[src/rtl/phy_clk_pol_ctrl.sv]
// Clock polarity switch controller: gates the PHY clock, flips the true/inverted
// mux select in the middle of a quiet window, then re-enables the clock and acks.
module phy_clk_pol_ctrl #(
  parameter int unsigned SETTLE_CYC = 4,
  parameter bit          INIT_POL   = 1'b0
) (
  input  logic clk,
  input  logic rst,
  input  logic pol_req,
  input  logic pol_req_val,
  output logic pol_ack,
  output logic busy,
  output logic clk_en,
  output logic inv_sel
);

  typedef enum logic [1:0] {
    IDLE     = 2'd0,
    GATE_OFF = 2'd1,
    WAIT_ON  = 2'd2,
    DONE     = 2'd3
  } state_t;

  localparam logic [3:0] SETTLE_LD = 4'(SETTLE_CYC);

  state_t     state_q, state_d;
  logic [3:0] cnt_q, cnt_d;
  logic       pol_req_q;
  logic       target_q, target_d;
  logic       pol_ack_q, pol_ack_d;
  logic       busy_q, busy_d;
  logic       clk_en_q, clk_en_d;
  logic       inv_sel_q, inv_sel_d;
  logic       pol_edge;

  assign pol_edge = pol_req & ~pol_req_q;

  always_comb begin
    state_d   = state_q;
    cnt_d     = cnt_q;
    target_d  = target_q;
    pol_ack_d = 1'b0;
    inv_sel_d = inv_sel_q;

    case (state_q)
      IDLE: begin
        if (pol_edge) begin
          if (pol_req_val == inv_sel_q) begin
            pol_ack_d = 1'b1;
          end else begin
            target_d = pol_req_val;
            cnt_d    = SETTLE_LD;
            state_d  = GATE_OFF;
          end
        end
      end
      GATE_OFF: begin
        // The mux only moves once the gate has been closed for the full settle window.
        if (cnt_q <= 4'd1) begin
          inv_sel_d = target_q;
          cnt_d     = SETTLE_LD;
          state_d   = WAIT_ON;
        end else begin
          cnt_d = cnt_q - 4'd1;
        end
      end
      WAIT_ON: begin
        if (cnt_q <= 4'd1) begin
          cnt_d     = 4'd0;
          pol_ack_d = 1'b1;
          state_d   = DONE;
        end else begin
          cnt_d = cnt_q - 4'd1;
        end
      end
      DONE: begin
        state_d = IDLE;
      end
      default: begin
        state_d = IDLE;
        cnt_d   = 4'd0;
      end
    endcase

    // Outputs are registered from the next state so they line up with the state they describe.
    busy_d   = (state_d != IDLE);
    clk_en_d = !((state_d == GATE_OFF) || (state_d == WAIT_ON));
  end

  always_ff @(posedge clk or posedge rst) begin
    if (rst) begin
      state_q   <= IDLE;
      cnt_q     <= 4'd0;
      pol_req_q <= 1'b0;
      target_q  <= INIT_POL;
      pol_ack_q <= 1'b0;
      busy_q    <= 1'b0;
      clk_en_q  <= 1'b1;
      inv_sel_q <= INIT_POL;
    end else begin
      state_q   <= state_d;
      cnt_q     <= cnt_d;
      pol_req_q <= pol_req;
      target_q  <= target_d;
      pol_ack_q <= pol_ack_d;
      busy_q    <= busy_d;
      clk_en_q  <= clk_en_d;
      inv_sel_q <= inv_sel_d;
    end
  end

  assign pol_ack = pol_ack_q;
  assign busy    = busy_q;
  assign clk_en  = clk_en_q;
  assign inv_sel = inv_sel_q;

endmodule

[config.mk]
export PLATFORM = sky130hd
export DESIGN_NAME = phy_clk_pol_ctrl
export DESIGN_NICKNAME = d
export VERILOG_FILES = /design/src/rtl/phy_clk_pol_ctrl.sv
export SDC_FILE = /design/constraint.sdc
export NUM_CORES = 1
export LEC_CHECK = 0
export BUFFER_PORTS_ARGS = -buffer_cell sky130_fd_sc_hd__clkbuf_2
export CAP_MARGIN = 20
export CORE_MARGIN = 10
export CORE_UTILIZATION = 32
export CTS_CLUSTER_SIZE = 24
export DETAILED_ROUTE_END_ITERATION = 16
export MAX_ROUTING_LAYER = met4
export PLACE_DENSITY_LB_ADDON = 0.3
export SLEW_MARGIN = 20
export SYNTH_ARGS = -nofsm -noshare
export SYNTH_HDL_FRONTEND = slang
export SYNTH_SLANG_ARGS = --single-unit
[constraint.sdc]
create_clock -name clk -period 3.89 [get_ports clk]
set_input_delay 1.167 -clock clk [delete_from_list [all_inputs] [get_ports clk]]
set_output_delay 1.167 -clock clk [all_outputs]
set_load 0.005 [all_outputs]
==> results of run 1 <==
[power by group through the flow]
stage	registers, mW	clock network (mW)	logic (mW)
finish	0.212	0.0811	0.329
detailed placement	0.216	0	0.331
floorplan	0.211	0	0.252
global route	0.219	0.0890	0.387
global placement	0.213	0	0.330
CTS	0.213	0.0833	0.333
[metrics by stage]
step,hold slack (ns),instance area (um2)
after global placement,0.511,766
after CTS,0.525,792
after floorplan,0.467,702
after detailed placement,0.508,766
final,0.523,792
after global routing,0.570,792
[cell usage in the layout (no fill, tap or decap), types with 2 or more instances in the layout]
cell type | netlist | layout
nand3b_1 | 2 | 2
nor2_1 | 2 | 2
nand2_1 | 7 | 7
ha_1 | 7 | 7
dfrtp_1 | 11 | 11
clkbuf_4 | 0 | 3
inv_1 | 8 | 8
o21ai_0 | 6 | 6
nor2b_1 | 2 | 2
a21oi_1 | 3 | 3
clkbuf_2 | 0 | 7
o21ai_1 | 2 | 2
[path summary, 6_finish.rpt]
check	start	endpoint	cells past startpoint
worst max-delay path	clk_en$_DFF_PP1_	clk_en	1
worst min-delay path	cnt_q[1]$_DFFE_PP0P_	cnt_q[1]$_DFFE_PP0P_	2
worst max register to register	state_q[0]$_DFF_PP0_	cnt_q[0]$_DFFE_PP0P_	6
worst min register to register	cnt_q[1]$_DFFE_PP0P_	cnt_q[1]$_DFFE_PP0P_	2
max in group asynchronous	rst	clk_en$_DFF_PP1_	2
min in group asynchronous	rst	pol_ack$_DFF_PP0_	2
[cell type report]
class	count	area, um2
Clock buffer	4	26.3
Tap cell	27	33.8
Inverter	8	30.0
Fill cell	207	1230
Multi-Input combinational cell	50	365
Timing Repair Buffer	7	35.0
Sequential cell	12	302
[worst min-delay path, stage by stage (launching register included)]
cell and delay (ns):
dfrtp_1 0.37, nand2_1 0.06, o41ai_1 0.06
[kinds of logic (layout without fill, tap and decap cells)]
group | Yosys count | after routing | share of synthesized area (%)
AOI/OAI and AO/OA | 21 | 21 | 20.3
and+or+nand+nor | 20 | 20 | 15.3
DFF | 12 | 12 | 43.0
buffers and inverters | 9 | 19 | 4.99
adders and majority gates | 7 | 7 | 12.5
xor gates and xnor gates | 1 | 1 | 2.32
muxes | 1 | 1 | 1.60
[state kept, by name (all words and copies together), names as in the netlist]
signal     count
busy           1
clk_en         1
cnt_q          4
inv_sel        1
pol_ack        1
pol_req_q      1
state_q        2
target_q       1
[synthesized netlist by cell type, drive strengths merged]
cell type  instances
or3                1
o221ai             1
nand2b             1
o2bb2ai            1
nor2b              2
ha                 7
o311ai             1
nor3               1
nand2              7
mux2               1
dfstp              1
xor2               1
o21ai              8
a32oi              1
and3b              1
a21oi              4
o41ai              1
and2               2
or2                1
o22a               1
a21o               1
inv                8
nand3b             2
a211o              1
o311a              1
nor2               2
buf                1
dfrtp             11
[layer usage]
| layer | track usage, % | share of wire, % |
|---|---|---|
| met1 | 7.35 | 48 |
| met2 | 10.8 | 47 |
| met3 | 2.01 | 3.2 |
| met4 | 3.93 | 2.3 |
| met5 | - | 0 |
==> out/metrics.csv, run 1 <==
metric,value,unit
clkLatencyLatePin,0.27,ns
drv_cap,0,
fin_nets,93,
cp.arrival,0.89,ns
fin_crit_sh,52.9,%
finalPower,622,uW
fin_ws,1.83,ns
hold_violations,0,
cp-start-kind,flop,
post_cts_resized,0,
wl_per_cell,11.9,um
syn-cell-area,702,um2
hold_path.class,flop to flop,
syn_nets,82,
yosys_register_bits,12,
crit_type,flop to output port,
clkSinkCount,12,
max-slew-margin-rel,68.6,%
drc,0,
firstDrtPassIters,4,
synth.distinct_cells,31,
synth_top_area_cell,dfrtp_1,
fin_worst_skew,0.00210,ns
grt_pass1_vias,569,
dp.cells,104,
powerDensity,785,nW/um2
finalNonFillerCells,108,
fmax,486,MHz
worstPathMaxFanout,1,
crit_family,flip-flops,
cts_tree,yes,
pwr-share-clk,13.1,%
worst-endpoint-required,2.72,ns
cp_cell_sequence,clkbuf_2,
power.net_switching,260,uW
cts_root_buffer,clkbuf_4,
grt_max_degree,13,
insertedDiodeCount,0,
worst-path-buf-inv,1,
max_stage_delay,0.52,ns
drive_above_1_share,18.5,%
gp_congestion,0.744,
grt_antenna_before_repair,0,
synth_cells,71,
io_pins,8,
initial_core_util,34.7,%
r2r_slack,2.12,ns
via_per_inst,5.04,
hpwl,1.02,mm
swShare,41.8,%
seqPwrFrac,34.1,%
grt_first_pass_wirelength,2.33,mm
core,2020,um2
clkTransAtPathRegs,0.07,ns
vias,544,
cts.path.max_buffers,2,
rows,16,
slew_viol_final,0,
overflow,0,
synth-seq-area-share,43.0,%
worst_pin_slew,0.471,ns
synth-warning-count,0,
ctsHtreeMaxLevel,1,
fin_crit,2.06,ns
final_util,39.2,%
cp-end-kind,output port,
p_comb_share,52.9,%
port_buffers,7,
postRouteAntennaNets,0,
dieHeight,66.8,um
routed_wl,1.28,mm
area_growth,12.8,%
grt.total_usage,6.79,%
ctsHoldBuffers,0,
max-vdd-ir-drop,0.321,mV
drt_iter0_drc,12,
setup_viol,0,
status,"complete, no violations",
p_int,362,uW
synth_top_area_share,39.2,%
p_leak,0.370,nW
fp.dieW,66.8,um
postCtsSetupBuffers,0,
tns,0,ns
syn_avg_cell_area,9.89,um2
grt_setup_unrepaired,false,
yosys-top-cells-area,"dfrtp_1 (39%), ha_1 (12%), o21ai_0 (4.3%)",
cts_made_buffers,3,
pre_cts_ws,1.67,ns
slowest_stage,dfstp_2,
die_area,4470,um2
No activity file was read; power rests on OpenSTA's default activity.
==> run 2, diff against run 1 <==
Clock period 3.89 ns to 1.75 ns, I/O delays scaled along.
==> run 2 against run 1 <==
Combinational power grew to 2.6 times the previous value; wire length is 3.6% higher; via count down 0.18%; clock skew up 0.0038 ns; final cell count rose by 2.8%; cell area increased by 6.3%; first-iteration DRC count down 8.3%; hold slack got worse by 0.30 ns; die area did not move; setup slack got worse by 1.7 ns; critical path type is now flop to flop; largest power group unchanged; highest routed layer unchanged.
==> out/metrics.csv, run 2 (synthesis results as in run 1) <==
metric,value,unit
r2r-end,clk_en$_DFF_PP1_,
pre_cts_ws,0.00392,ns
grt_max_degree,13,
fp.dieW,66.8,um
cp-start-kind,flop,
final_common_cell,dfrtp_1,
cp_cell_sequence,inv_1 -> ha_2 -> or2_4 -> nand2_1 -> a211o_1 -> a21oi_2 -> ha_1 -> inv_1,
port_buffers,7,
p_leak,0.387,nW
fin_crit_sh,94.0,%
r2r_slack,0.11,ns
fillerInstances,196,
grt_antenna_before_repair,0,
hold_path.class,input port to asynchronous set/reset pin,
largest_register_ffs,4,
insertedDiodeCount,0,
fmax,608,MHz
gp_congestion,0.763,
initial_core_util,34.7,%
ctsHoldBuffers,0,
tns,0,ns
wl_per_cell,12.0,um
die_area,4470,um2
postRouteAntennaNets,0,
cts_root_buffer,clkbuf_4,
post_dp_cell_area,773,um2
worst-path-buf-inv,2,
crit_top_cell,inv_1,
cts_made_buffers,3,
drt_iter0_drc,11,
status,"complete, no violations",
powerDensity,1790,nW/um2
grt.total_usage,7.24,%
slowest_stage,dfrtp_1,
dp.cells,105,
reg2reg_from,cnt_q[1]$_DFFE_PP0P_,
grt_first_pass_wirelength,2.47,mm
fin_nets,96,
hold_violations,0,
crit_type,flop to flop,
cts_tree,yes,
final_util,41.6,%
fin_crit,1.64,ns
vias,543,
slew_viol_final,0,
finalNonFillerCells,111,
worst_pin_slew,0.463,ns
finalInstanceArea,842,um2
ctsHtreeMaxLevel,1,
worstPathMaxFanout,3,
rows,16,
final_cell_mix,"dfrtp_1 (11), nand2_1 (7), inv_1 (7), clkbuf_2 (7)",
clkSinkCount,12,
core,2020,um2
reg_top3,"cnt_q x4, state_q x2",
via_per_inst,4.89,
cp.arrival,1.86,ns
largest_register,cnt_q,
firstDrtPassIters,4,
drive_above_1_share,31.0,%
multi_input_area,393,um2
cts.path.max_buffers,2,
clkTransAtPathRegs,0.08,ns
reg2reg_depth,8,
hpwl,1.02,mm
clkLatencyLatePin,0.27,ns
io_pins,8,
drv_cap,0,
seq_area,302,um2
fin_ws,0.106,ns
max_stage_delay,0.40,ns
max-vdd-ir-drop,0.858,mV
max-slew-margin-rel,69.1,%
dieHeight,66.8,um
crit_family,compound AO/OA/AOI/OAI gates,
drc,0,
grt_pass1_vias,570,
fin_worst_skew,0.00588,ns
area_growth,20.0,%
cp-end-kind,flop,
overflow,0,
worst-endpoint-required,1.97,ns
path_depth,8,
routed_wl,1.33,mm
setup_viol,0,
[run 2: cell count changes in the layout (fill, tap and decap cells not counted), moves of 2 or more]
cell / previous run / this run
o21ai_0: 6 / 4
ha_2: 0 / 2
o21ai_1: 2 / 4
ha_1: 7 / 4
buf_4: 0 / 3
[run 2: worst max-delay path by stage]
stage | endpoint | start
global route | clk_en$_DFF_PP1_ | cnt_q[1]$_DFFE_PP0P_
global placement | cnt_q[3]$_DFFE_PP0P_ | cnt_q[0]$_DFFE_PP0P_
floorplan | cnt_q[0]$_DFFE_PP0P_ | cnt_q[0]$_DFFE_PP0P_
detailed placement | cnt_q[0]$_DFFE_PP0P_ | cnt_q[0]$_DFFE_PP0P_
CTS | cnt_q[0]$_DFFE_PP0P_ | state_q[0]$_DFF_PP0_
finish | clk_en$_DFF_PP1_ | cnt_q[1]$_DFFE_PP0P_
[run 2: power breakdown]
part | total [mW] | internal [mW] | leakage [nW] | switching, mW
clock | 0.181 | 0.0883 | 0.0150 | 0.0930
sequential | 0.471 | 0.398 | 0.145 | 0.0723
combinational | 0.857 | 0.407 | 0.227 | 0.450
[run 2: layout make-up]
| class | count | share of cell area (%) |
|---|---|---|
| clock buffer | 4 | 3.12 |
| inverter | 8 | 3.57 |
| multi-input combinational | 50 | 46.7 |
| sequential | 12 | 35.8 |
| tap | 27 | 4.01 |
| timing repair buffer | 10 | 6.84 |
[run 2: stage by stage]
step	total power, mW	hold WS, ns
2_1_floorplan	1.03	0.389
3_3_place_gp	1.23	0.490
3_5_place_dp	1.23	0.505
4_1_cts	1.42	0.251
5_1_grt	1.68	0.277
6_report	1.51	0.224
[run 2: per-layer routing]
| layer | wire (um) | track usage (%) | part of all wire, % |
|---|---|---|---|
| met5 | 0 | - | 0 |
| met4 | 33 | 4.71 | 2.5 |
| met3 | 27 | 1.51 | 2.0 |
| met2 | 652 | 11.4 | 49 |
| met1 | 615 | 8.11 | 46 |
[run 2: timing repair]
action / 4_1_cts / 5_1_grt
resized for setup: 0 / 11
setup buffers: 1 / 1
endpoints found under the setup margin: 2 / 4
pin swaps: 0 / 1
[run 2: worst register-to-register path, cell delays in order, from the launching register on]
cell     delay [ns]
dfrtp_1        0.40
inv_1          0.08
ha_2           0.19
or2_4          0.13
nand2_1        0.07
a211o_1        0.30
a21oi_2        0.14
ha_1           0.24
inv_1          0.05
==> run 3, diff against run 2 <==
Settings changed: CORE_UTILIZATION 32 to 40.
Clock period 1.75 ns to 2 ns, I/O delays scaled along.
==> run 3 against run 2 <==
Clock power increased by 6%; die area decreased by 14%; largest power group unchanged; via count decreased by 0.55%; non-clock buffer count decreased by 3.
==> out/metrics.csv, run 3 (synthesis results as in run 1) <==
metric,value,unit
fin_worst_skew,0.00481,ns
grt_first_pass_wirelength,2.44,mm
port_buffers,7,
die_area,3830,um2
reg2reg_depth,6,
overflow,0,
grt_pass1_vias,568,
fillerInstances,166,
p_leak,0.376,nW
postCtsSetupBuffers,0,
worst_pin_slew,0.459,ns
rows,15,
reg2reg_from,cnt_q[0]$_DFFE_PP0P_,
setup_viol,0,
clkSinkCount,12,
fin_crit_sh,88.5,%
cp_cell_sequence,inv_1 -> ha_1 -> or2_1 -> and2_1 -> or3_1 -> o21ai_1,
via_per_inst,5.51,
r2r-end,cnt_q[3]$_DFFE_PP0P_,
fin_nets,93,
cts_root_buffer,clkbuf_4,
cts_made_buffers,3,
drive_above_1_share,19.8,%
grt.total_usage,8.73,%
dieHeight,61.9,um
slowest_stage,dfrtp_1,
clkLatencyLatePin,0.27,ns
ctsHtreeMaxLevel,1,
vias,540,
grt_antenna_before_repair,0,
finalNonFillerCells,98,
powerDensity,1580,nW/um2
core,1690,um2
postRouteAntennaNets,0,
hpwl,1.04,mm
fp.dieW,61.9,um
firstDrtPassIters,4,
drc,0,
clkTransAtPathRegs,0.08,ns
insertedDiodeCount,0,
cts_tree,yes,
worstPathMaxFanout,5,
initial_core_util,41.6,%
largest_register,cnt_q,
ctsHoldBuffers,0,
r2r_slack,0.23,ns
drt_iter0_drc,10,
hold_violations,0,
cp-end-kind,flop,
max_stage_delay,0.42,ns
holdWs,0.299,ns
max-slew-margin-rel,69.4,%
slew_viol_final,0,
largest_register_ffs,4,
status,"complete, no violations",
fmax,565,MHz
final_cell_mix,"dfrtp_1 (11), inv_1 (8), nand2_1 (7), ha_1 (7), clkbuf_2 (7)",
cp.arrival,1.97,ns
routed_wl,1.28,mm
grt_max_degree,13,
fin_crit,1.77,ns
post_cts_resized,0,
cts.path.max_buffers,2,
io_pins,8,
dp.cells,94,
wl_per_cell,13.0,um
hold_path.class,input port to asynchronous set/reset pin,
final_common_cell,dfrtp_1,
gp_congestion,0.740,
cp-start-kind,flop,
area_growth,12.5,%
max-vdd-ir-drop,0.820,mV
reg_top3,"cnt_q x4, state_q x2",
tns,0,ns
drv_cap,0,
grt_setup_unrepaired,false,
worst-endpoint-required,2.20,ns
crit_type,flop to flop,
run 3: worst max-delay path by stage:
stage	slack, ns	end	cells after the start	startpoint
after floorplan	0.40	cnt_q[0]$_DFFE_PP0P_	6	cnt_q[0]$_DFFE_PP0P_
after global placement	0.28	clk_en$_DFF_PP1_	8	cnt_q[0]$_DFFE_PP0P_
after detailed placement	0.24	cnt_q[3]$_DFFE_PP0P_	6	cnt_q[0]$_DFFE_PP0P_
after CTS	0.22	cnt_q[3]$_DFFE_PP0P_	6	cnt_q[0]$_DFFE_PP0P_
after global routing	0.09	clk_en$_DFF_PP1_	7	state_q[0]$_DFF_PP0_
final	0.23	cnt_q[3]$_DFFE_PP0P_	6	cnt_q[0]$_DFFE_PP0P_
run 3: power by group:
part	internal [mW]	switching, mW
clock	0.111	0.0804
sequential	0.349	0.0626
combinational	0.282	0.364
run 3: layout make-up:
| class | instances | area [um2] | share of cell area, % |
|---|---|---|---|
| well taps | 17 | 21.3 | 2.69 |
| multi-input cells | 50 | 365 | 46.3 |
| flip-flops and latches | 12 | 302 | 38.2 |
| clock buffers | 4 | 36.3 | 4.60 |
| inverters | 8 | 30.0 | 3.80 |
| repair buffers | 7 | 35.0 | 4.44 |
run 3: stage by stage:
| step | setup WS (ns) | power [mW] | utilization [%] | instance area [um2] |
|---|---|---|---|---|
| 2_1_floorplan | 0.398 | 0.900 | - | 702 |
| 3_3_place_gp | 0.280 | 1.06 | 44.6 | 753 |
| 3_5_place_dp | 0.238 | 1.07 | 44.6 | 753 |
| 4_1_cts | 0.217 | 1.26 | 46.7 | 790 |
| 5_1_grt | 0.0873 | 1.40 | 46.7 | 790 |
| 6_report | 0.229 | 1.25 | 46.7 | 790 |
run 3: metal layers:
metal	vias to the layer above	track usage, %	wire length (um)
met5	-	-	0
met4	0	4.78	31
met3	5	2.44	29
met2	7	13.8	613
met1	255	9.80	600
li1	273	-	-
run 3: worst max-delay path: cells and delay by family (launching register included):
family          cells  cell delay (ns)
buf+inv             1             0.07
flops               1             0.42
compound gates      1             0.13
fa+ha+maj           1             0.22
simple gates        3             0.86
